===== src/rtl/edge_evt_pkg.sv =====
`default_nettype none
// ============================================================================
// Module      : edge_evt_pkg
// Description : Shared types and default sizing for the edge event arbiter.
// Revision    : 1.0 - initial release
// ============================================================================
package edge_evt_pkg;

  // Default channel count and dropped-event counter width
  localparam int DEF_NUM_CH = 4;
  localparam int DEF_CNT_W  = 8;

  // Arbiter FSM: IDLE searches for a pending channel, OFFER holds one event
  typedef enum logic [0:0] {
    IDLE  = 1'b0,
    OFFER = 1'b1
  } state_t;

endpackage
`default_nettype wire


===== src/rtl/edge_evt_channel.sv =====
`default_nettype none
// ============================================================================
// Module      : edge_evt_channel
// Description : One monitored channel - edge detect, pending/type storage and
//               drop strobe for an edge arriving while an event is held.
// Revision    : 1.0 - initial release
// ============================================================================
module edge_evt_channel (
  input  logic clk,
  input  logic reset,
  input  logic i_sig,
  input  logic i_rise_en,
  input  logic i_fall_en,
  input  logic i_clr,
  output logic o_pending,
  output logic o_rise,
  output logic o_drop
);

  logic r_prev;
  logic r_pending;
  logic r_rise;
  logic w_rise;
  logic w_fall;
  logic w_edge;

  assign w_rise = i_sig & ~r_prev & i_rise_en;
  assign w_fall = ~i_sig & r_prev & i_fall_en;
  assign w_edge = w_rise | w_fall;

  // An edge is lost only if the held event is not leaving this same cycle
  assign o_drop    = w_edge & r_pending & ~i_clr;
  assign o_pending = r_pending;
  assign o_rise    = r_rise;

  // Track previous level and capture new events; a completing grant frees the slot
  always_ff @(posedge clk) begin
    if (!reset) begin
      r_prev    <= 1'b0;
      r_pending <= 1'b0;
      r_rise    <= 1'b0;
    end else begin
      r_prev <= i_sig;
      if (w_edge && (!r_pending || i_clr)) begin
        r_pending <= 1'b1;
        r_rise    <= w_rise;
      end else if (i_clr) begin
        r_pending <= 1'b0;
      end
    end
  end

endmodule
`default_nettype wire


===== src/rtl/edge_event_arbiter.sv =====
`default_nettype none
// ============================================================================
// Module      : edge_event_arbiter
// Description : Per-channel edge capture with round-robin arbitration onto a
//               single valid/ready event port and a saturating drop counter.
// Revision    : 1.0 - initial release
// ============================================================================
module edge_event_arbiter
  import edge_evt_pkg::*;
#(
  parameter int NUM_CH = DEF_NUM_CH,
  parameter int CNT_W  = DEF_CNT_W
) (
  input  logic                      clk,
  input  logic                      reset,
  input  logic [NUM_CH-1:0]         sig_i,
  input  logic [NUM_CH-1:0]         rise_en_i,
  input  logic [NUM_CH-1:0]         fall_en_i,
  input  logic                      evt_ready_i,
  output logic                      evt_valid_o,
  output logic [$clog2(NUM_CH)-1:0] evt_ch_o,
  output logic                      evt_rise_o,
  output logic [NUM_CH-1:0]         pending_o,
  output logic [CNT_W-1:0]          drop_cnt_o
);

  localparam int CH_W  = $clog2(NUM_CH);
  // Wide enough to add up to 16 simultaneous drops without overflow
  localparam int SUM_W = CNT_W + 5;
  localparam logic [SUM_W-1:0] CNT_MAX = SUM_W'({CNT_W{1'b1}});

  state_t            r_state;
  state_t            w_state_nxt;
  logic [CH_W-1:0]   r_ch;
  logic [CH_W-1:0]   w_ch_nxt;
  logic              r_rise;
  logic              w_rise_nxt;
  logic [CH_W-1:0]   r_rr_ptr;
  logic [CH_W-1:0]   w_rr_nxt;
  logic [CNT_W-1:0]  r_drop_cnt;
  logic [NUM_CH-1:0] w_pending;
  logic [NUM_CH-1:0] w_type;
  logic [NUM_CH-1:0] w_drop;
  logic [NUM_CH-1:0] w_clr;
  logic              w_hs;
  logic              w_found;
  logic [CH_W-1:0]   w_sel;
  logic [CH_W-1:0]   w_idx;
  logic [SUM_W-1:0]  w_drop_sum;
  logic [SUM_W-1:0]  w_cnt_sum;

  assign w_hs = (r_state == OFFER) && evt_ready_i;

  for (genvar gi = 0; gi < NUM_CH; gi++) begin : g_ch
    assign w_clr[gi] = w_hs && (r_ch == CH_W'(gi));
    edge_evt_channel u_ch (
      .clk       (clk),
      .reset     (reset),
      .i_sig     (sig_i[gi]),
      .i_rise_en (rise_en_i[gi]),
      .i_fall_en (fall_en_i[gi]),
      .i_clr     (w_clr[gi]),
      .o_pending (w_pending[gi]),
      .o_rise    (w_type[gi]),
      .o_drop    (w_drop[gi])
    );
  end

  // Circular search for the first pending channel at or after the rr pointer
  always_comb begin
    w_found = 1'b0;
    w_sel   = '0;
    w_idx   = '0;
    for (int i = 0; i < NUM_CH; i++) begin
      w_idx = CH_W'((int'(r_rr_ptr) + i) % NUM_CH);
      if (!w_found && w_pending[w_idx]) begin
        w_found = 1'b1;
        w_sel   = w_idx;
      end
    end
  end

  // Next-state logic: grant in IDLE, hold in OFFER until the handshake
  always_comb begin
    w_state_nxt = r_state;
    w_ch_nxt    = r_ch;
    w_rise_nxt  = r_rise;
    w_rr_nxt    = r_rr_ptr;
    case (r_state)
      IDLE: begin
        if (w_found) begin
          w_state_nxt = OFFER;
          w_ch_nxt    = w_sel;
          w_rise_nxt  = w_type[w_sel];
        end
      end
      OFFER: begin
        if (evt_ready_i) begin
          w_state_nxt = IDLE;
          w_rr_nxt    = (r_ch == CH_W'(NUM_CH - 1)) ? '0 : r_ch + CH_W'(1);
        end
      end
      default: w_state_nxt = IDLE;
    endcase
  end

  // FSM state, offered event and round-robin pointer registers
  always_ff @(posedge clk) begin
    if (!reset) begin
      r_state  <= IDLE;
      r_ch     <= '0;
      r_rise   <= 1'b0;
      r_rr_ptr <= '0;
    end else begin
      r_state  <= w_state_nxt;
      r_ch     <= w_ch_nxt;
      r_rise   <= w_rise_nxt;
      r_rr_ptr <= w_rr_nxt;
    end
  end

  // Count the channels dropping this cycle and add to the running total
  always_comb begin
    w_drop_sum = '0;
    for (int i = 0; i < NUM_CH; i++) begin
      w_drop_sum = w_drop_sum + SUM_W'(w_drop[i]);
    end
    w_cnt_sum = SUM_W'(r_drop_cnt) + w_drop_sum;
  end

  // Saturating dropped-event counter
  always_ff @(posedge clk) begin
    if (!reset) begin
      r_drop_cnt <= '0;
    end else if (w_cnt_sum > CNT_MAX) begin
      r_drop_cnt <= {CNT_W{1'b1}};
    end else begin
      r_drop_cnt <= w_cnt_sum[CNT_W-1:0];
    end
  end

  assign evt_valid_o = (r_state == OFFER);
  assign evt_ch_o    = r_ch;
  assign evt_rise_o  = r_rise;
  assign pending_o   = w_pending;
  assign drop_cnt_o  = r_drop_cnt;

endmodule
`default_nettype wire


===== config.mk =====
export PLATFORM = sky130hd
export DESIGN_NAME = edge_event_arbiter
export DESIGN_NICKNAME = d
export VERILOG_FILES = /design/src/rtl/edge_evt_pkg.sv /design/src/rtl/edge_evt_channel.sv /design/src/rtl/edge_event_arbiter.sv
export SDC_FILE = /design/constraint.sdc
export NUM_CORES = 1
export LEC_CHECK = 0
export ABC_AREA = 1
export CELL_PAD_IN_SITES_DETAIL_PLACEMENT = 0
export CELL_PAD_IN_SITES_GLOBAL_PLACEMENT = 1
export CORE_MARGIN = 8
export CORE_UTILIZATION = 25
export DETAILED_ROUTE_END_ITERATION = 6
export PLACE_DENSITY = 0.67
export SYNTH_ARGS = -nofsm -noshare
export SYNTH_HDL_FRONTEND = slang
export SYNTH_SLANG_ARGS = --single-unit

===== constraint.sdc =====
create_clock -name clk -period 5.1 [get_ports clk]
set_input_delay 0.765 -clock clk [delete_from_list [all_inputs] [get_ports clk]]
set_output_delay 0.765 -clock clk [all_outputs]
set_load 0.005 [all_outputs]

Word level (Yosys, flattened, before mapping)

Cells that the tools add are included.

Multiplexer cells: 31
Magnitude comparators: 6
$add $sub $neg: 8
Div/mod/pow operators: 0
Shift-type cells: 0
Equal/unequal tests: 3
Multiply operators: 0
Reductions and logical operators: 30
Bitwise operators: 41

Operator list:

| cell                                                                            | number |
|---|---|
| 1-bit bitwise AND                                                               | 24 |
| 1-bit 2-to-1 mux                                                                | 19 |
| 2-bit by 3-bit less-than comparator with 1-bit output, second input constant    | 5 |
| 1-bit inverter                                                                  | 13 |
| 1-bit logical AND                                                               | 12 |
| 1-bit binary-select mux with 2-bit select                                       | 5 |
| 2-bit 2-to-1 mux                                                                | 5 |
| 8-bit by 4-bit adder with 9-bit output                                          | 1 |
| 9-bit by 8-bit greater-than comparator with 1-bit output, second input constant | 1 |
| 8-bit 2-to-1 mux                                                                | 1 |
| 2-bit nonzero test                                                              | 4 |
| 1-bit zero test                                                                 | 7 |
| 2-bit by 1-bit adder with 2-bit output, second input constant                   | 2 |
| 2-bit adder, second input constant                                              | 2 |
| 3-bit by 1-bit adder with 4-bit output                                          | 1 |
| 2-bit equality test, second input constant                                      | 2 |
| 1-bit logical OR                                                                | 4 |
| 1-bit bitwise OR                                                                | 4 |
| 2-bit AND reduction                                                             | 2 |
| 2-bit by 1-bit adder with 3-bit output                                          | 1 |
| 1-bit by 1-bit adder with 2-bit output                                          | 1 |
| 2-bit by 1-bit equality test with 1-bit output, second input constant           | 1 |
| 2-bit zero test                                                                 | 1 |
| 1-bit one-hot mux with 2 select lines                                           | 1 |

ROM bits: 0
Memories: 0
Word-level logic and storage cells: 136
Register bits after elaboration: 26
Bits in latches: 0
Output and inout bits: 16
Memory bits (writable): 0
Input port bits: 15

Logic depth before layout (Yosys ltp)

Gate-level depths: netlist of the first run.

Word-level depth: 14
Mapped depth: 15
Mapped depth without buffers: 15

Cells and area by module

A second synthesis of the first run with hierarchy kept.

Cell total of the unflattened synthesis: 241
Area total of the unflattened synthesis: 1,677.9 um^2

By module, submodules not included:

| module             | times used | area an instance (um^2) | cells an instance |
|---|---|---|---|
| edge_event_arbiter | 1          | 1,092.3                 | 153 |
| edge_evt_channel   | 4          | 146.4                   | 22 |

Least setup slack after synthesis of the first run

No wires, ideal clock.

Path kind: input to register
Start: input port rise_en_i[0]
End: register r_drop_cnt[5], in the netlist drop_cnt_o[5]
Arrival time: 3.055 ns
Path buffers: 0
Slack: 1.975 ns
Stages on the path: 13
Library setup time: 0.071 ns
Data required time: 5.029 ns
Cells stage by stage: nand2_1 > nor2_1 > inv_1 > nand2_1 > nand3_1 > fa_1 > fa_1 > inv_1 > fa_1 > nand3_1 > nor4_1 > nand2_1 > a21oi_1

Longest elaborated chain between the ends: 10

RTL lines:

| what                                                     | line                      | source |
|---|---|---|
| start, declared                                          | edge_event_arbiter.sv:17  | `input logic [NUM_CH-1:0] rise_en_i,` |
| 1-bit bitwise AND (*)                                    | edge_evt_channel.sv:27    | `assign w_rise = i_sig & ~r_prev & i_rise_en;` |
| 1-bit bitwise OR (*)                                     | edge_evt_channel.sv:29    | `assign w_edge = w_rise \| w_fall;` |
| 1-bit bitwise AND (*) (2 in a row)                       | edge_evt_channel.sv:32    | `assign o_drop = w_edge & r_pending & ~i_clr;` |
| 1-bit by 1-bit adder with 2-bit output (*)               | edge_event_arbiter.sv:126 | `w_drop_sum = w_drop_sum + SUM_W'(w_drop[i]);` |
| 2-bit by 1-bit adder with 3-bit output (*)               | edge_event_arbiter.sv:126 |  |
| 3-bit by 1-bit adder with 4-bit output (*)               | edge_event_arbiter.sv:126 |  |
| 8-bit by 4-bit adder with 9-bit output (*)               | edge_event_arbiter.sv:128 | `w_cnt_sum = SUM_W'(r_drop_cnt) + w_drop_sum;` |
| 9-bit by 8-bit greater-than comparator with 1-bit output | edge_event_arbiter.sv:135 | `end else if (w_cnt_sum > CNT_MAX) begin` |
| 8-bit 2-to-1 mux (*)                                     | edge_event_arbiter.sv:135 |  |
| end signal, assigned                                     | edge_event_arbiter.sv:136 | `r_drop_cnt <= {CNT_W{1'b1}};` |
| end signal, assigned                                     | edge_event_arbiter.sv:138 | `r_drop_cnt <= w_cnt_sum[CNT_W-1:0];` |
| end, declared                                            | edge_event_arbiter.sv:40  | `logic [CNT_W-1:0] r_drop_cnt;` |

Mark *: on every way between the ends. The rest lies on a longest branch, timed or not.
A chain may end at the register's enable or synchronous reset.

Worst setup path in the final report of the first run

Start: input port sig_i[0]
End: register r_drop_cnt[5], in the netlist drop_cnt_o[5]

Longest elaborated chain between the ends: 12
Elaborated cells between the ends (all ways): 14
Classes of those cells: add/sub: 4; order compare: 1; mux: 1; bitwise: 8

RTL lines:

| what                                                     | line                      | source |
|---|---|---|
| start, declared                                          | edge_event_arbiter.sv:16  | `input logic [NUM_CH-1:0] sig_i,` |
| 1-bit inverter                                           | edge_evt_channel.sv:28    | `assign w_fall = ~i_sig & r_prev & i_fall_en;` |
| 1-bit bitwise AND (2 in a row)                           | edge_evt_channel.sv:28    |  |
| 1-bit bitwise OR (*)                                     | edge_evt_channel.sv:29    |  |
| 1-bit bitwise AND (*) (2 in a row)                       | edge_evt_channel.sv:32    |  |
| 1-bit by 1-bit adder with 2-bit output (*)               | edge_event_arbiter.sv:126 |  |
| 2-bit by 1-bit adder with 3-bit output (*)               | edge_event_arbiter.sv:126 |  |
| 3-bit by 1-bit adder with 4-bit output (*)               | edge_event_arbiter.sv:126 |  |
| 8-bit by 4-bit adder with 9-bit output (*)               | edge_event_arbiter.sv:128 |  |
| 9-bit by 8-bit greater-than comparator with 1-bit output | edge_event_arbiter.sv:135 |  |
| 8-bit 2-to-1 mux (*)                                     | edge_event_arbiter.sv:135 |  |

Marked as above.

==> run metrics, run 1 <==
row count 29; post-route ant nets 0; post-detail-place hpwl around 3000 microns; initial core utilization 0.2548; postcts setup bufs 0; fin. max-slew vios 0; register bit total from synthesis 26; met3 WL approximately 140 microns; CP max-delay cell fa_1; crit share post-route 0.7038; Die W between 90 and 100 microns; Comb power frac 0.389; Clock Skew 0.003259 ns; YS warnings 0; WL final between 3000 and 4000 microns; diode count 0; TritonRoute pass-1 iters 4; Int Pwr between 0.3 and 0.4 mW; core area 6241 sq um; WL met2 between 1500 and 2000 microns; vias in the first global route approximately 1,400; placed cells about 330; first-pass GRT wire length about 6400 microns; synthesized area 1590 sq um; GP Congestion 0.7974; worst slew pin tran roughly 0.64 ns; MaxCap Viol Count 0; Synth Area per Inst 7.037 sq um; CP max FO 6; FILL cells 710; LEAKAGE 0.8571 nW; run status completed; wire length on met1 roughly 1800 microns; Peak VDD IR slightly below 0.00009 V; DR vias ~1,400; Detailed Route Iter0 Violations about 70; Max Used Layer met4; DR vias/cell ~4.3; CP Launch Type input pin; sw frac 0.3706; total track usage 0.08684; Max clock buf depth 2; Unique masters post-synth 31; post-cts resize count 0; CTS tree yes; P per Cell Area approximately 320 nW/um^2; final hold violation count 0; worst path required time roughly 5.3 ns; worst relative slew slack 0.5704; WS Path Type in2reg; Switch Pwr around 0.24 mW; power share of the clock group 0.211; Sequential Power Share 0.400; Largest stage delay, worst path 0.50 ns; Non-Filler Instances between 300 and 400; Seq/Total Area, Yosys 0.3273; pin count of the biggest net entering global routing 21; # setup viols final 0; commonest non-fill, non-tap cells in the layout nand2_1, inv_1, clkdlybuf4s50_1; CP Data Arrival Time 3.79 ns; syn_nets 249; IO Pins 31; RSZ-0062 raised after global routing false; global route overflow 0; CP Capture Type register; Net count, final between 200 and 300; crit-path cells clkdlybuf4s50_1, nand2_1, nor2_1, inv_1, nand2_1, nand3_1, fa_1, fa_1, inv_1, fa_1, nand3_1, nor4_1, nand2_1, a21oi_1; HP Class reg2reg; Residual DRC 0; Fmax around 280 MHz; Gate Count Post-Synth 226; I/O Buffers 30; Layout area overhead 25.26%; average wire per standard cell about 11 microns; commonest non-fill, non-tap cell in the layout nand2_1; CTS clk-pin slew, worst paths about 0.090 ns; Die Y-Extent ~96 microns; H-tree depth 1; layout cells sized above 1 0.1186; CTS Hold Bufs 0; total die area 9169 sq um; clk sinks 26; Inserted Clock Buffers 3; final core utilization 0.3192; Clock Latency Late Sink ~0.27 ns; clock root buffer clkbuf_8; initial antenna violation count 0; Period minus WS final 3.589 ns; Final TNS setup 0 ns; Hold Worst Slack 0.4660 ns
## cell usage after synthesis, drive strengths merged
cell type	n	area share
a211oi	4	0.019
a21oi	20	0.065
a31oi	1	0.0039
buf	6	0.029
clkbuf	1	0.0024
dfxtp	26	0.33
fa	3	0.038
ha	5	0.039
inv	35	0.083
nand2	77	0.21
nand3	16	0.063
nand3b	5	0.024
nand4	1	0.0039
nor2	15	0.043
nor3	1	0.0031
nor4	2	0.0079
o211ai	1	0.0047
o21ai	3	0.012
or2	1	0.0039
xnor2	2	0.011
xor2	1	0.0055
## stage by stage
step	worst slack, ns	power, mW	instance area (sq um)
after floorplan	1.975	0.4308	1590
after global routing	1.146	0.6926	1992
after CTS	1.474	0.6447	1992
after global placement	1.265	0.5092	1937
final	1.511	0.6351	1992
after detailed placement	1.168	0.5083	1937
## per-layer routing
| metal | GRT usage | up-vias |
|---|---|---|
| met4 | 0.02305 | 0 |
| met1 | 0.1097 | 641 |
| met3 | 0.01950 | 4 |
| met2 | 0.1451 | 23 |
| met5 | 0 | - |
| li1 | - | 763 |
## logic make-up after synthesis
| group | Yosys count | share of synthesized area |
|---|---|---|
| XOR/XNOR | 3 | 0.01653 |
| flip-flops | 26 | 0.3273 |
| AO/OA/AOI/OAI | 29 | 0.1046 |
| AND/OR/NAND/NOR | 118 | 0.3603 |
| adder cells (fa/ha/maj) | 8 | 0.07711 |
| buffers and inverters | 42 | 0.1141 |
## final cells by class
class	instances	area, sq um	area share
well taps	77	96.34	0.04837
multi-input cells	158	888.4	0.4460
inverters	35	131.4	0.06595
clock buffers	4	55.05	0.02764
repair buffers	30	300.3	0.1508
flip-flops and latches	26	520.5	0.2613
## flip-flops by register name (all words and copies together) (netlist names)
signal and flops:
drop_cnt_o 8, evt_ch_o 2, evt_rise_o 1, evt_valid_o 1, g_ch.u_ch.o_pending 4, g_ch.u_ch.o_rise 4
g_ch.u_ch.r_prev 4, r_rr_ptr 2
## path summary, 6_finish.rpt
kind                                                  startpoint                               end  slack [ns]  cells past startpoint
worst max-delay path                                    sig_i[0]          drop_cnt_o[5]$_SDFF_PN0_        1.51                     14
worst min-delay path            g_ch[3].u_ch.o_rise$_SDFFE_PN0P_  g_ch[3].u_ch.o_rise$_SDFFE_PN0P_        0.47                      2
worst max register to register          evt_ch_o[0]$_SDFFE_PN0P_          drop_cnt_o[5]$_SDFF_PN0_        1.91                     12
worst min register to register  g_ch[3].u_ch.o_rise$_SDFFE_PN0P_  g_ch[3].u_ch.o_rise$_SDFFE_PN0P_        0.47                      2
## power by group through the flow
stage               registers (mW)  clock network (mW)  logic (mW)
CTS                          0.255               0.139       0.251
global placement             0.260                   0       0.249
global route                 0.259               0.151       0.283
finish                       0.254               0.134       0.247
detailed placement           0.260                   0       0.249
floorplan                    0.250                   0       0.181
## worst max-delay path: cells and delay by family
kind                       cells  cell delay, ns
and+or+nand+nor                7            1.06
AOI/OAI and AO/OA              1            0.19
adders and majority gates      3            1.13
buffers and inverters          3            0.62
(Power assumes the default switching activity.)
==> run 2, diff against run 1 <==
PLACE_DENSITY = 0.69   (was 0.67)
clock period = 2.9 ns   (was 5.1 ns; I/O delays follow)
==> run metrics, run 2 (synthesis gave the netlist of run 1 again) <==
Die W 95.76 microns (unchanged); reg-to-reg critical path startpoint evt_ch_o[0]$_SDFFE_PN0P_ (unchanged); Switch Pwr 0.4354 mW (was 0.2354 mW); P per Cell Area 547.4 nW/um^2 (was 318.9 nW/um^2); Seq. cell area 523.0 sq um (was 520.5 sq um); total track usage 0.09227 (was 0.08684); crit-path cells inv_1, ha_1, nand3_1, nand3_2, fa_1, fa_2, inv_2, fa_2, nand3_4, nor4_4, buf_4, nor4_2, nor3_1 (was clkdlybuf4s50_1, nand2_1, nor2_1, inv_1, nand2_1, nand3_1, fa_1, fa_1, inv_1, fa_1, nand3_1, nor4_1, nand2_1, a21oi_1); final hold violation count 0 (unchanged); area of the multi-input gates 977.2 sq um (was 888.4 sq um); Clock Skew 0.003428 ns (was 0.003259 ns); initial antenna violation count 0 (unchanged); CP Data Arrival Time 2.92 ns (was 3.79 ns); GP Congestion 0.8042 (was 0.7974); first-pass GRT wire length 6927 microns (was 6423 microns); CTS clk-pin slew, worst paths 0.09 ns (about the same); fin. max-slew vios 0 (unchanged); vias in the first global route 1,624 (was 1,449); H-tree depth 1 (unchanged); clk sinks 26 (unchanged); Placement Setup Slack -0.5162 ns (was 1.168 ns); Sequential Power Share 0.355 (was 0.400); post-route ant nets 0 (unchanged); layout cells sized above 1 0.2635 (was 0.1186); CP Launch Type register (was input pin); MaxCap Viol Count 0 (unchanged); power share of the clock group 0.241 (was 0.211); WL final 3982 microns (was 3694 microns); total die area 9169 sq um (unchanged); # setup viols final 0 (unchanged); Layout area overhead 43.04% (was 25.26%); clock root buffer clkbuf_8 (unchanged); worst relative slew slack 0.5692 (was 0.5704); Die Y-Extent 95.76 microns (unchanged); worst slew pin tran 0.6455 ns (was 0.6437 ns); Final TNS setup 0 ns (unchanged); WS Path Type reg2reg (was in2reg); Inserted Clock Buffers 3 (unchanged); DR vias/cell 4.350 (was 4.336); Hold Worst Slack 0.4668 ns (was 0.4660 ns); Top cell by count, worst path fa_2; Final Power 1.245 mW (was 0.6351 mW); Detailed Route Iter0 Violations 67 (was 69); post-detail-place hpwl 2983 microns (was 2990 microns); core area 6241 sq um (unchanged); initial core utilization 0.2548 (unchanged); commonest non-fill, non-tap cell in the layout nand2_1 (unchanged); DR vias 1,540 (was 1,431); row count 29 (unchanged); hold path startpoint g_ch[3].u_ch.o_rise$_SDFFE_PN0P_ (unchanged); Peak VDD IR 0.0001806 V (was 0.00008758 V); IO Pins 31 (unchanged); global route overflow 0 (unchanged); average wire per standard cell 11.25 microns (was 11.19 microns); CP max-delay cell fa_1 (unchanged); HP Class reg2reg (unchanged); crit path launch evt_ch_o[0]$_SDFFE_PN0P_ (was sig_i[0]); sw frac 0.3497 (was 0.3706); diode count 0 (unchanged); Clock Latency Late Sink 0.27 ns (about the same); Comb power frac 0.404 (was 0.389); CTS tree yes (unchanged); commonest non-fill, non-tap cells in the layout nand2_1, inv_1, dfxtp_1, buf_4, clkdlybuf4s50_1 (was nand2_1, inv_1, clkdlybuf4s50_1); worst path required time 3.10 ns (was 5.30 ns); TritonRoute pass-1 iters 4 (unchanged); CP max FO 4 (was 6); Period minus WS final between 2 and 3 ns; crit share post-route 0.9403; CTS Hold Bufs 0 (unchanged); Int Pwr 0.8098 mW (was 0.3997 mW); Max clock buf depth 2 (unchanged); FILL cells 688 (was 710); I/O Buffers 30 (unchanged); pin count of the biggest net entering global routing 21 (unchanged); run status completed (unchanged); final core utilization 0.3645 (was 0.3192); Setup WS post-layout 0.1730 ns (was 1.511 ns); Net count, final 301 (was 277); Largest stage delay, worst path 0.51 ns (was 0.50 ns); CP Capture Type register (unchanged); Residual DRC 0 (unchanged); Largest register FFs 8 (unchanged); Fmax between 300 and 400 MHz; LEAKAGE 1.016 nW (was 0.8571 nW)
## run 2: layout make-up
class,instances,share of cell area
Timing Repair Buffer,54,0.2090
Clock inverter,1,0.01320
Clock buffer,3,0.01815
Tap cell,77,0.04235
Inverter,35,0.05776
Multi-Input combinational cell,158,0.4296
Sequential cell,26,0.2299
## run 2: final timing paths
path	end	slack, ns	depth (start not counted)
max	drop_cnt_o[7]$_SDFF_PN0_	0.17	13
min	g_ch[3].u_ch.o_rise$_SDFFE_PN0P_	0.47	2
max reg2reg	drop_cnt_o[7]$_SDFF_PN0_	0.17	13
min reg2reg	g_ch[3].u_ch.o_rise$_SDFFE_PN0P_	0.47	2
## run 2: layer usage
metal  GRT usage  vias to the layer above  wire (microns)
met1      0.1067                      704            1859
li1            -                      808               -
met2      0.1697                       22            1941
met3     0.01560                        6             130
met4     0.02561                        0              51
met5           0                        -               0
## run 2: power by group through the flow
| stage | Sequential [mW] | Clock (mW) | Combinational (mW) |
|---|---|---|---|
| 2_1_floorplan | 0.439 | 0 | 0.318 |
| 3_3_place_gp | 0.446 | 0 | 0.493 |
| 3_5_place_dp | 0.446 | 0 | 0.493 |
| 4_1_cts | 0.439 | 0.311 | 0.507 |
| 5_1_grt | 0.449 | 0.322 | 0.571 |
| 6_report | 0.441 | 0.300 | 0.503 |
## run 2: what timing repair did
action | 4_1_cts | 5_1_grt
buffers inserted | 7 | 1
hold endpoints to repair | 0 | 0
resized for setup | 21 | 9
setup endpoints to repair | 8 | 8
pin swaps | 11 | 8
## run 2: per-stage QoR
| stage | cell area [sq um] | instances |
|---|---|---|
| detailed placement | 2057 | 342 |
| global route | 2275 | 354 |
| CTS | 2232 | 353 |
| floorplan | 1590 | 226 |
| finish | 2275 | 354 |
| global placement | 2057 | 342 |
## run 2: worst max-delay path: cells and delay by family, from the launching register on
family	cells	cell delay [ns]
adders and majority gates	4	1.34
and+or+nand+nor	6	0.66
DFF	1	0.34
buffers and inverters	3	0.31
==> run 3, diff against run 2 <==
GPL_ROUTABILITY_DRIVEN = 0   (was default)
==> results of run 3 <==
Same layout as run 2: the final DEF is identical, and so are final timing and power.
